**src/rtl/ds1302_time_reader.sv**
```systemverilog
// rtl/ds1302_time_reader.sv - DS1302 3-wire time poller with BCD decode (optional 12-hour decode: DS1302_HR12_EN)
module ds1302_time_reader #(
  parameter int CLK_DIV     = 25,
  parameter int POLL_CYCLES = 5000000
) (
  input  logic       clk,
  input  logic       rst,
  input  logic       start,
  output logic       busy,
  output logic       ce,
  output logic       sclk,
  output logic       io_out,
  output logic       io_oe,
  input  logic       io_in,
  output logic [4:0] hr,
  output logic [5:0] min,
  output logic [5:0] sec,
  output logic       ch,
  output logic       valid,
  output logic       err
);

  localparam int CW = $clog2(2 * CLK_DIV + 1);
  localparam int PW = $clog2(POLL_CYCLES + 1);
  localparam logic [CW-1:0] HALF       = CW'(CLK_DIV);
  localparam logic [CW-1:0] HALF_LAST  = CW'(CLK_DIV - 1);
  localparam logic [CW-1:0] PHASE_LAST = CW'(2 * CLK_DIV - 1);
  localparam logic [PW-1:0] POLL_LAST  = PW'(POLL_CYCLES - 1);

  typedef enum logic [2:0] {
    S_IDLE, S_CE_SETUP, S_CMD, S_READ, S_CE_HOLD, S_GAP, S_DONE
  } state_t;

  state_t        state, state_n;
  logic [CW-1:0] cnt;
  logic [2:0]    bit_idx;
  logic [1:0]    reg_idx;
  logic [PW-1:0] poll_cnt;
  logic [7:0]    rx;
  logic [7:0]    sec_b, min_b, hr_b;
  logic [7:0]    cmd_byte;
  logic          phase_end, trigger, frame_end;

  logic [5:0] sec_bin, min_bin, hr_bin;
  logic       sec_ok, min_ok, hr_ok, frame_ok;
  logic       unused_bits;

  // Register address walks 0x81, 0x83, 0x85 as reg_idx steps seconds, minutes, hours.
  assign cmd_byte  = {5'b10000, reg_idx, 1'b1};
  assign phase_end = (cnt == PHASE_LAST);
  // DONE behaves like IDLE for triggers since busy is already low there.
  assign trigger   = ((state == S_IDLE) || (state == S_DONE)) &&
                     (start || (poll_cnt == POLL_LAST));
  assign frame_end = (state == S_GAP) && phase_end && (reg_idx == 2'd2);

  assign sec_bin = {3'd0, sec_b[6:4]} * 6'd10 + {2'd0, sec_b[3:0]};
  assign min_bin = {3'd0, min_b[6:4]} * 6'd10 + {2'd0, min_b[3:0]};
  assign sec_ok  = (sec_b[3:0] <= 4'd9) && (sec_b[6:4] <= 3'd5);
  assign min_ok  = (min_b[3:0] <= 4'd9) && (min_b[6:4] <= 3'd5);
  assign frame_ok = sec_ok && min_ok && hr_ok;
  assign unused_bits = ^{hr_b[6], min_b[7]};

`ifdef DS1302_HR12_EN
  logic [5:0] h12;
  assign h12 = (hr_b[4] ? 6'd10 : 6'd0) + {2'd0, hr_b[3:0]};
`endif

  // Hours decode: 24-hour form by default, 12-hour form only when the feature is built in.
  always_comb begin
    hr_bin = {4'd0, hr_b[5:4]} * 6'd10 + {2'd0, hr_b[3:0]};
    hr_ok  = (hr_b[3:0] <= 4'd9) && (hr_bin <= 6'd23);
    if (hr_b[7]) begin
`ifdef DS1302_HR12_EN
      if (h12 == 6'd12) hr_bin = hr_b[5] ? 6'd12 : 6'd0;
      else              hr_bin = hr_b[5] ? h12 + 6'd12 : h12;
      hr_ok = (hr_b[3:0] <= 4'd9) && (h12 != 6'd0) && (h12 <= 6'd12);
`else
      hr_ok = 1'b0;
`endif
    end
  end

  // State register.
  always_ff @(posedge clk) begin
    if (rst) state <= S_IDLE;
    else     state <= state_n;
  end

  // Next-state sequencing through the three transactions of a frame.
  always_comb begin
    state_n = state;
    case (state)
      S_IDLE, S_DONE: state_n = trigger ? S_CE_SETUP : S_IDLE;
      S_CE_SETUP:     if (phase_end) state_n = S_CMD;
      S_CMD:          if (phase_end && bit_idx == 3'd7) state_n = S_READ;
      S_READ:         if (phase_end && bit_idx == 3'd7) state_n = S_CE_HOLD;
      S_CE_HOLD:      if (phase_end) state_n = S_GAP;
      S_GAP:          if (phase_end) state_n = (reg_idx == 2'd2) ? S_DONE : S_CE_SETUP;
      default:        state_n = S_IDLE;
    endcase
  end

  // Pin and status outputs, decoded from state and phase position.
  always_comb begin
    busy   = 1'b1;
    ce     = 1'b0;
    sclk   = 1'b0;
    io_oe  = 1'b0;
    io_out = 1'b0;
    valid  = 1'b0;
    err    = 1'b0;
    case (state)
      S_IDLE:     busy = 1'b0;
      S_DONE: begin
        busy  = 1'b0;
        valid = frame_ok;
        err   = !frame_ok;
      end
      S_CE_SETUP, S_CE_HOLD: ce = 1'b1;
      S_CMD: begin
        ce     = 1'b1;
        sclk   = (cnt >= HALF);
        io_oe  = 1'b1;
        io_out = cmd_byte[bit_idx];
      end
      S_READ: begin
        ce   = 1'b1;
        sclk = (cnt >= HALF);
      end
      default: ce = 1'b0;
    endcase
  end

  // Phase, bit and register counters; all restart whenever the frame is idle.
  always_ff @(posedge clk) begin
    if (rst) begin
      cnt     <= '0;
      bit_idx <= '0;
      reg_idx <= '0;
    end else if ((state == S_IDLE) || (state == S_DONE)) begin
      cnt     <= '0;
      bit_idx <= '0;
      reg_idx <= '0;
    end else begin
      cnt <= phase_end ? '0 : cnt + CW'(1);
      if (((state == S_CMD) || (state == S_READ)) && phase_end) bit_idx <= bit_idx + 3'd1;
      if ((state == S_GAP) && phase_end) reg_idx <= reg_idx + 2'd1;
    end
  end

  // Poll counter runs through frames so the poll period is measured trigger to trigger.
  always_ff @(posedge clk) begin
    if (rst)                       poll_cnt <= '0;
    else if (trigger)              poll_cnt <= '0;
    else if (poll_cnt != POLL_LAST) poll_cnt <= poll_cnt + PW'(1);
  end

  // Sample io_in just before each rising sclk and park finished bytes per register.
  always_ff @(posedge clk) begin
    if (rst) begin
      rx    <= '0;
      sec_b <= '0;
      min_b <= '0;
      hr_b  <= '0;
    end else if (state == S_READ) begin
      if (cnt == HALF_LAST) rx[bit_idx] <= io_in;
      if (phase_end && bit_idx == 3'd7) begin
        case (reg_idx)
          2'd0:    sec_b <= rx;
          2'd1:    min_b <= rx;
          default: hr_b  <= rx;
        endcase
      end
    end
  end

  // Publish all fields together on entry to DONE, only when the frame validated.
  always_ff @(posedge clk) begin
    if (rst) begin
      hr  <= '0;
      min <= '0;
      sec <= '0;
      ch  <= 1'b0;
    end else if (frame_end && frame_ok) begin
      hr  <= hr_bin[4:0];
      min <= min_bin;
      sec <= sec_bin;
      ch  <= sec_b[7];
    end
  end

endmodule

```
**config.mk**
```make
export PLATFORM = sky130hd
export DESIGN_NAME = ds1302_time_reader
export DESIGN_NICKNAME = d
export VERILOG_FILES = /design/src/rtl/ds1302_time_reader.sv
export SDC_FILE = /design/constraint.sdc
export NUM_CORES = 1
export LEC_CHECK = 0
export CAP_MARGIN = 25
export CORE_ASPECT_RATIO = 1.75
export CORE_MARGIN = 2
export CORE_UTILIZATION = 57
export DETAILED_ROUTE_END_ITERATION = 16
export PLACE_DENSITY = 0.88
export SYNTH_ARGS = -nofsm -noshare
export SYNTH_HDL_FRONTEND = slang
export SYNTH_SLANG_ARGS = --single-unit
```
**constraint.sdc**
```tcl
create_clock -name clk -period 3.9 [get_ports clk]
set_input_delay 0.78 -clock clk [delete_from_list [all_inputs] [get_ports clk]]
set_output_delay 0.78 -clock clk [all_outputs]
set_load 0.005 [all_outputs]
```
# --- Yosys cells after proc, flatten, opt, wreduce, memory -nomap -nowiden ---
# Index checks and enable logic that the tools add are counted.
classes:
  add_sub_neg: 7
  mul: 3
  div: 0
  order_cmp: 9
  n_eq_ne: 18
  shift: 0
  mux: 21
  bitwise: 1
  reduce_logical: 30
ops:
  columns: ["op", "n"]
  rows:
  - ["adder 23 x 1 -> 23 bit (second input constant)", 1]
  - ["== test 23 bit (second input constant)", 1]
  - ["!= test 23 bit (second input constant)", 1]
  - ["adder 6 x 4 -> 6 bit", 3]
  - ["2-to-1 mux 3 bit", 6]
  - ["case mux 3 bit (6 select lines)", 1]
  - ["== test 3 bit (second input constant)", 4]
  - ["less-or-equal comparator 4 bit (second input constant)", 3]
  - ["logical AND 1 bit", 12]
  - ["2-to-1 mux 1 bit", 11]
  - ["multiplier 3 x 3 -> 5 bit (second input constant)", 2]
  - ["OR reduction 2 bit", 5]
  - ["AND reduction 3 bit", 3]
  - ["bitwise mux 8 bit", 1]
  - ["adder 6 x 1 -> 6 bit (second input constant)", 1]
  - ["== test 3 x 2 -> 1 bit (second input constant)", 2]
  - ["== test 6 x 5 -> 1 bit (second input constant)", 1]
  - ["== test 6 bit (second input constant)", 1]
  - [">= comparator 6 x 5 -> 1 bit (second input constant)", 1]
  - ["less-or-equal comparator 3 bit (second input constant)", 2]
  - ["less-or-equal comparator 6 x 5 -> 1 bit (second input constant)", 1]
  - ["!= test 2 bit (second input constant)", 3]
  - ["multiplier 2 x 3 -> 5 bit (second input constant)", 1]
  - ["AND reduction 5 bit", 1]
  - ["18 further kinds", 21]
totals:
  register_bits: 86
  latchBits: 0
  mem_bits_rw: 0
  mem_bits_ro: 0
  inputBits: 4
  output_inout_bits: 25
  elab_cells: 102
  n_memories: 0

# --- Logic depth before layout (Yosys ltp) ---
depth:
  word_depth: 8
  depth_mapped: 9

# --- Least setup slack after synthesis ---
# No wires, ideal clock.
synth_timing:
  path_kind: "reg-to-output"
  from: "register hr_b[1]"
  to: "output err"
  arrival_ns: 2.096
  t_required_ns: 3.120
  setup_slack_ns: 1.024
  path_stages_with_launch: 7
  cell_sequence: "dfxtp_1 > ha_1 > fa_1 > or4_1 > and3_1 > clkbuf_1 > a211oi_1"
synth_via:
  elab_chain_len: 7
synth_lines:
  columns: ["element", "line", "source"]
  rows:
  - ["start: declaration", "40", "logic [7:0] sec_b, min_b, hr_b;"]
  - ["start signal: assignment", "171", "default: hr_b <= rx;"]
  - ["adder 6 x 4 -> 6 bit", "70", "hr_bin = {4'd0, hr_b[5:4]} * 6'd10 + {2'd0, hr_b[3:0]};"]
  - ["less-or-equal comparator 6 x 5 -> 1 bit", "71", "hr_ok = (hr_b[3:0] <= 4'd9) && (hr_bin <= 6'd23);"]
  - ["logical AND 1 bit *", "71", null]
  - ["2-to-1 mux 1 bit *", "72", "if (hr_b[7]) begin"]
  - ["logical AND 1 bit *", "60", "assign frame_ok = sec_ok && min_ok && hr_ok;"]
  - ["logical NOT 1 bit *", "117", "err = !frame_ok;"]
  - ["2-to-1 mux 1 bit *", "112", "case (state)"]
  - ["end: declaration", "20", "output logic err"]
# Mark *: on every way between the ends. The rest lies on a longest branch, timed or not.

# --- Worst setup path in the final report ---
layout_timing:
  from: "register hr_b[4]"
  to: "output err"
layout_via:
  elab_chain_len: 8
layout_lines:
  columns: ["element", "line"]
  rows:
  - ["multiplier 2 x 3 -> 5 bit", "70"]
  - ["adder 6 x 4 -> 6 bit", "70"]
  - ["less-or-equal comparator 6 x 5 -> 1 bit", "71"]
  - ["logical AND 1 bit", "71"]
  - ["2-to-1 mux 1 bit", "72"]
  - ["logical AND 1 bit", "60"]
  - ["logical NOT 1 bit", "117"]
  - ["2-to-1 mux 1 bit", "112"]
# No other way between the ends.

==> summary.md <==
| Metric | Value |
|---|---|
| Status | `finished, final reports clean` |
| Clk sinks | `85` |
| Final setup viols | `0` |
| Detailed placer's ending HPWL | `6780 um` |
| Syn Nets | `512` |
| Final wirelength | `around 9500 um` |
| Clk Latency, worst-skew pair | `about 0.34 ns` |
| Final instance area | `around 4800 um2` |
| Vias in the first global route | `roughly 3500` |
| Global-route wire length before repair | `about 15000 um` |
| Hold-fix buffers at CTS | `0` |
| Avg Inst Size Synth | `~8.8 um2` |
| Critical path peak fanout | `4` |
| R2R cell count | `5` |
| Top_reg_cell synth | `dfxtp_1` |
| Hold Crit Class | `reg -> reg` |
| Final Wtd Congestion | `between 0.8 and 0.9` |
| Num CTS Buffers | `9` |
| Critical Path RT | `around 3.1 ns` |
| WL/cell | `~16 um` |
| Largest family of logic cells by synthesized area | `simple AND/OR/NAND/NOR gates` |
| Synth top cells by count | `85 x dfxtp_1, 70 x nor2_1, 31 x mux2i_1` |
| Pleak | `0.00188 uW` |
| Initial Util | `0.586` |
| TritonRoute pass-1 iters | `4` |
| Post-CTS setup buffer count | `0` |
| WP data arrival | `just under 3 ns` |
| Post-route DRC | `0` |
| Slowest cell delay on critical path | `approximately 0.55 ns` |
| Vias per inst | `between 6 and 7` |
| Tcrit/Tclk final | `0.962` |
| Nature of the critical path endpoint | `output port` |
| Antenna Cells | `0` |
| Post-placement cell area | `between 4000 and 5000 um2` |
| Total GRT Usage | `0.235` |
| CP cell instances | `ha_1 > fa_1 > or4_1 > and3_1 > a211oi_1 > clkdlybuf4s50_1` |
| Die height | `118 um` |
| Area share of fa/ha/maj cells after synthesis | `0.0791` |
| R2R Path Start | `state[0]` |
| CTS tree | `done` |
| Number of synthesized flops with an enable pin | `0` |
| 1st-iter DRT viols | `249` |
| Clock period minus final worst setup slack | `between 3 and 4 ns` |
| Worst reg2reg setup slack | `roughly 1.1 ns` |
| Worst Tran Pin Value | `about 1.0 ns` |
| Final setup TNS | `0 ns` |
| Rows | `41` |
| Slowest-stage cell, CP | `or4_1` |
| Hold_ws | `about 0.47 ns` |
| Worst setup margin | `between 0.1 and 0.15 ns` |
| Share of cells above drive strength 1 | `0.0495` |
| Hold Crit Endpoint | `min[5]` |
| DR vias | `3618` |
| Max IR drop VDD | `approximately 0.25 mV` |
| Reg2Reg Capture Point | `sec[0]` |
| Synth Area in Compound Gates | `0.104` |
| Peak Freq | `around 0.27 GHz` |
| RSZ-0062 raised after global routing | `no` |
| Root Buffer | `clkbuf_16` |
| Nets@finish | `roughly 530` |
| Min-delay src | `min[5]` |
| CP Class | `reg -> out` |
| Reg clk slew, reported paths | `~0.060 ns` |
| Initial antenna violation count | `0` |
| Synth top area share | `0.401` |
| Max-cap violations | `0` |
| Resize count post-CTS | `0` |
| Most common cell in the netlist | `dfxtp_1` |
| Seq/Total Area, Yosys | `0.401` |
| Total grt overflow | `0` |
| Leading area contributor after synthesis | `dfxtp_1` |
| Pin count of the biggest net entering global routing | `60` |
| Post-Synthesis Cells | `between 400 and 500` |
| Warning count from the yosys run | `0` |
| Place WS | `about 0.52 ns` |
| Crit path launch type | `flop` |
| Fin. Hold Viols | `0` |
| Min-Delay Path Depth | `2` |
| Buffers on Ports | `28` |
| Die area | `about 8200 um2` |
| Async set or reset register ratio after synthesis | `0` |
| Fin. max-slew vios | `0` |
| Register bit total from synthesis | `between 80 and 90` |
| Simple-gate area share of the yosys netlist | `0.235` |
| Die Span X | `~69 um` |
| PD cells | `between 300 and 400 nW/um2` |
| CTS max path bufs | `2` |
| Distinct cells, synth | `49` |
| Cell Area, Synth | `about 4200 um2` |
| Layout Skew | `0.00437 ns` |
| XOR/XNOR share of the synthesized area | `0.0682` |
| IO Pins | `29` |
| Core footprint | `7230 um2` |
| Post-synthesis mux area share | `0.0732` |
| Slew HR | `0.298` |
| H-tree depth | `3` |
| Post-route ant nets | `0` |
| Synth-to-layout area growth | `13.9%` |
| Top post-synthesis cells by area | `dfxtp_1 40%, mux2i_1 7.3%, ha_1 6.5%` |
[area by class of cell]
| class | count | area [um2] |
|---|---|---|
| fill | 556 | 2400 |
| sequential | 85 | 1700 |
| tap | 86 | 108 |
| multi-input combinational | 356 | 2380 |
| inverter | 18 | 67.6 |
| clock inverter | 2 | 10.0 |
| clock buffer | 12 | 256 |
| timing repair buffer | 32 | 309 |
[critical path, delay by kind of cell, from the launching register on]
family | cells | cell delay [ns]
AO/OA/AOI/OAI | 1 | 0.28
adder cells (fa/ha/maj) | 2 | 0.66
buffers and inverters | 1 | 0.55
flip-flops | 1 | 0.34
AND/OR/NAND/NOR | 2 | 0.79
[how the worst max path moves through the flow]
stage               slack, ns  cells after the start     to     from
finish                   0.15                      6    err  hr_b[4]
global route             0.03                      9  valid  hr_b[1]
CTS                      0.11                      9  valid  hr_b[4]
detailed placement       0.52                      9  valid  hr_b[1]
global placement         0.60                      9  valid  hr_b[1]
floorplan                1.02                      6    err  hr_b[1]
[where the power goes]
group	internal [uW]	leakage [uW]	switching (uW)
Combinational	16.0	0.00106	29.2
Clock	456	0.000134	320
Sequential	872	0.000685	6.60
Total	1340	0.00188	356
[registers in the layout, indices dropped and copies added (netlist names)]
register and count:
poll_cnt 23, rx 8, sec_b 8, hr_b 7, min_b 7, cnt 6, min 6, sec 6
hr 5, bit_idx 3, state 3, reg_idx 2, ch 1
[per-stage QoR]
| step | cells | total power, uW | utilization |
|---|---|---|---|
| 5_1_grt | 591 | 1750 | 0.668 |
| 6_report | 591 | 1700 | 0.668 |
| 2_1_floorplan | 483 | 926 | - |
| 3_3_place_gp | 577 | 940 | 0.630 |
| 4_1_cts | 591 | 1700 | 0.666 |
| 3_5_place_dp | 577 | 942 | 0.630 |
[layout by cell type (no fill, tap or decap), types with 3 or more instances in the layout]
cell	instances
a211oi_1	6
a21oi_1	29
a31oi_1	3
and3_1	5
and4_1	7
buf_4	3
clkbuf_16	9
clkdlybuf4s50_1	27
dfxtp_1	85
fa_1	3
ha_1	22
inv_1	18
mux2i_1	31
nand2_1	24
nand3_1	17
nand3b_1	3
nand4_1	22
nor2_1	70
nor2b_1	6
nor3_1	10
nor3b_1	3
nor4_1	4
o21ai_0	23
xnor2_1	16
xor2_1	17
[logic make-up after synthesis]
group | count (synthesis)
AND/OR/NAND/NOR | 191
flip-flops | 85
AO/OA/AOI/OAI | 76
buffers and inverters | 42
XOR/XNOR | 33
multiplexers | 31
adder cells (fa/ha/maj) | 25
[layer usage]
metal	vias up	routed length [um]	global-route usage	share of wire
li1	1746	-	-	-
met1	1730	3660	0.234	0.38
met2	103	5100	0.426	0.54
met3	39	355	0.0582	0.037
met4	0	409	0.145	0.043
met5	-	0	0	0
Note: power is estimated with default switching activity, not from simulation.
==> RTL edit: new RTL, same flow settings <==
Build with the macro `DS1302_HR12_EN` defined.
--- a/src/rtl/ds1302_time_reader.sv
+++ b/src/rtl/ds1302_time_reader.sv
@@ -1,3 +1,5 @@
 // rtl/ds1302_time_reader.sv - DS1302 3-wire time poller with BCD decode (optional 12-hour decode: DS1302_HR12_EN)
+`define DS1302_HR12_EN
+
 module ds1302_time_reader #(
   parameter int CLK_DIV     = 25,
Behaviour: no difference found for any inputs over 10 cycles, from zero or initial values and one cycle with rst high; that may be too few to reach the edited logic, so the function may still have changed.
==> RTL edit against the unedited design <==
Via count up 4.8%. Critical path type unchanged. Sequential cell count unchanged. Design area up 6.5%. Power increased by 4.6%. Clock skew is 0.0033 ns higher. Sequential share of layout area is 2.1 points lower. Setup slack got worse by 0.073 ns. Routed wire length is 0.87% higher. Area after synthesis up 5.8%.
==> RTL edit: results (changes against the unedited design) <==
{
  "synthesized_net_count": {"value": 546, "change": "+6.6%"},
  "gr_util_met1": {"value": 23.2, "unit": "%", "change": "-0.27 points"},
  "critical_path.reg2reg.startpoint": {"value": "hr_b[1]$_SDFFE_PP0P_"},
  "preCtsSetupSlack": {"value": -0.0216, "unit": "ns", "change": "-0.539 ns"},
  "postSynthCellCount": {"value": 514, "change": "+6.4%"},
  "met2_wirelength": {"value": 5.07, "unit": "mm", "change": "-0.76%"},
  "path_delay_family": {"value": "buffers and inverters"},
  "power.static_leakage": {"value": 1.99, "unit": "nW", "change": "+6.0%"},
  "slowest_stage": {"value": "sky130_fd_sc_hd__clkdlybuf4s50_1"},
  "synth_top_cells_by_count": {"value": "sky130_fd_sc_hd__dfxtp_1 (85), sky130_fd_sc_hd__nor2_1 (60), sky130_fd_sc_hd__nand2_1 (57)"},
  "synth.yosys.seq_area_share": {"value": 37.9, "unit": "%", "change": "-2.2 points"},
  "gr-usage-met2": {"value": 42.4, "unit": "%", "change": "-0.20 points"},
  "global_route_wire_length_before_repair": {"value": 16.1, "unit": "mm", "change": "+3.8%"},
  "synthDistinctLibCells": {"value": 58, "change": "+18%"},
  "grt_util_met3": {"value": 5.65, "unit": "%", "change": "-0.17 points"},
  "vias": {"value": 3792, "change": "+4.8%"},
  "r2r.worst_path.cells": {"value": 10, "change": "+5"},
  "resized_cells_post_cts": {"value": 4, "change": "+4"},
  "worstHoldStart": {"value": "ch$_SDFFE_PP0P_"},
  "dp_cells": {"value": 610, "change": "+5.7%"},
  "grt_pass1_vias": {"value": 3719, "change": "+6.3%"},
  "worstReg2RegEnd": {"value": "min[2]$_SDFFE_PP0P_"},
  "drive_above_1_share": {"value": 8.30, "unit": "%", "change": "+3.4 points"},
  "outcome": {"value": "finished clean"},
  "cp.arrival": {"value": 3.04, "unit": "ns", "change": "+0.07 ns"},
  "finalClockSkew": {"value": 0.00769, "unit": "ns", "change": "+0.00332 ns"},
  "cts_post_setup_buffers_inserted": {"value": 1, "change": "+1"},
  "dpl_cell_area": {"value": 4790, "unit": "µm²", "change": "+5.1%"},
  "filler_cell_count": {"value": 590, "change": "+6.1%"},
  "routed-wl-met3": {"value": 389, "unit": "µm", "change": "+9.6%"},
  "synth_area_leaders": {"value": "sky130_fd_sc_hd__dfxtp_1 (38%), sky130_fd_sc_hd__ha_1 (7.0%), sky130_fd_sc_hd__mux2i_1 (6.5%), sky130_fd_sc_hd__nor2_1 (5.0%), sky130_fd_sc_hd__nand2_1 (4.8%)"},
  "num-nets-final": {"value": 569, "change": "+7.2%"},
  "hold_path_end": {"value": "ch$_SDFFE_PP0P_"},
  "combinationalPower": {"value": 0.0000569, "unit": "W", "change": "+26%"},
  "combinationalPowerShare": {"value": 3.2, "unit": "%", "change": "+0.5 points"}
}
[RTL edit: cell count changes after synthesis, sizes merged, moves of 6 or more]
cell,delta
a31o,+6
and4,-6
nand2,+34
nand3,+15
nand4,-12
nor2,-10
o21ai,-15
[RTL edit: logic make-up after synthesis]
kind of cell	after synthesis	synth area share, %
multiplexers	31	7.06
AND/OR/NAND/NOR	216	24.5
AO/OA/AOI/OAI	76	11.0
XOR/XNOR	35	6.83
flip-flops	85	37.9
buffers and inverters	43	4.35
adder cells (fa/ha/maj)	28	8.31
[RTL edit: final cells by class]
| class | instances | area [µm²] | area share [%] |
|---|---|---|---|
| Clock buffer | 12 | 246 | 4.79 |
| Clock inverter | 4 | 47.5 | 0.925 |
| Inverter | 18 | 67.6 | 1.31 |
| Multi-Input combinational cell | 386 | 2620 | 51.0 |
| Sequential cell | 85 | 1700 | 33.1 |
| Tap cell | 88 | 110 | 2.14 |
| Timing Repair Buffer | 37 | 344 | 6.69 |
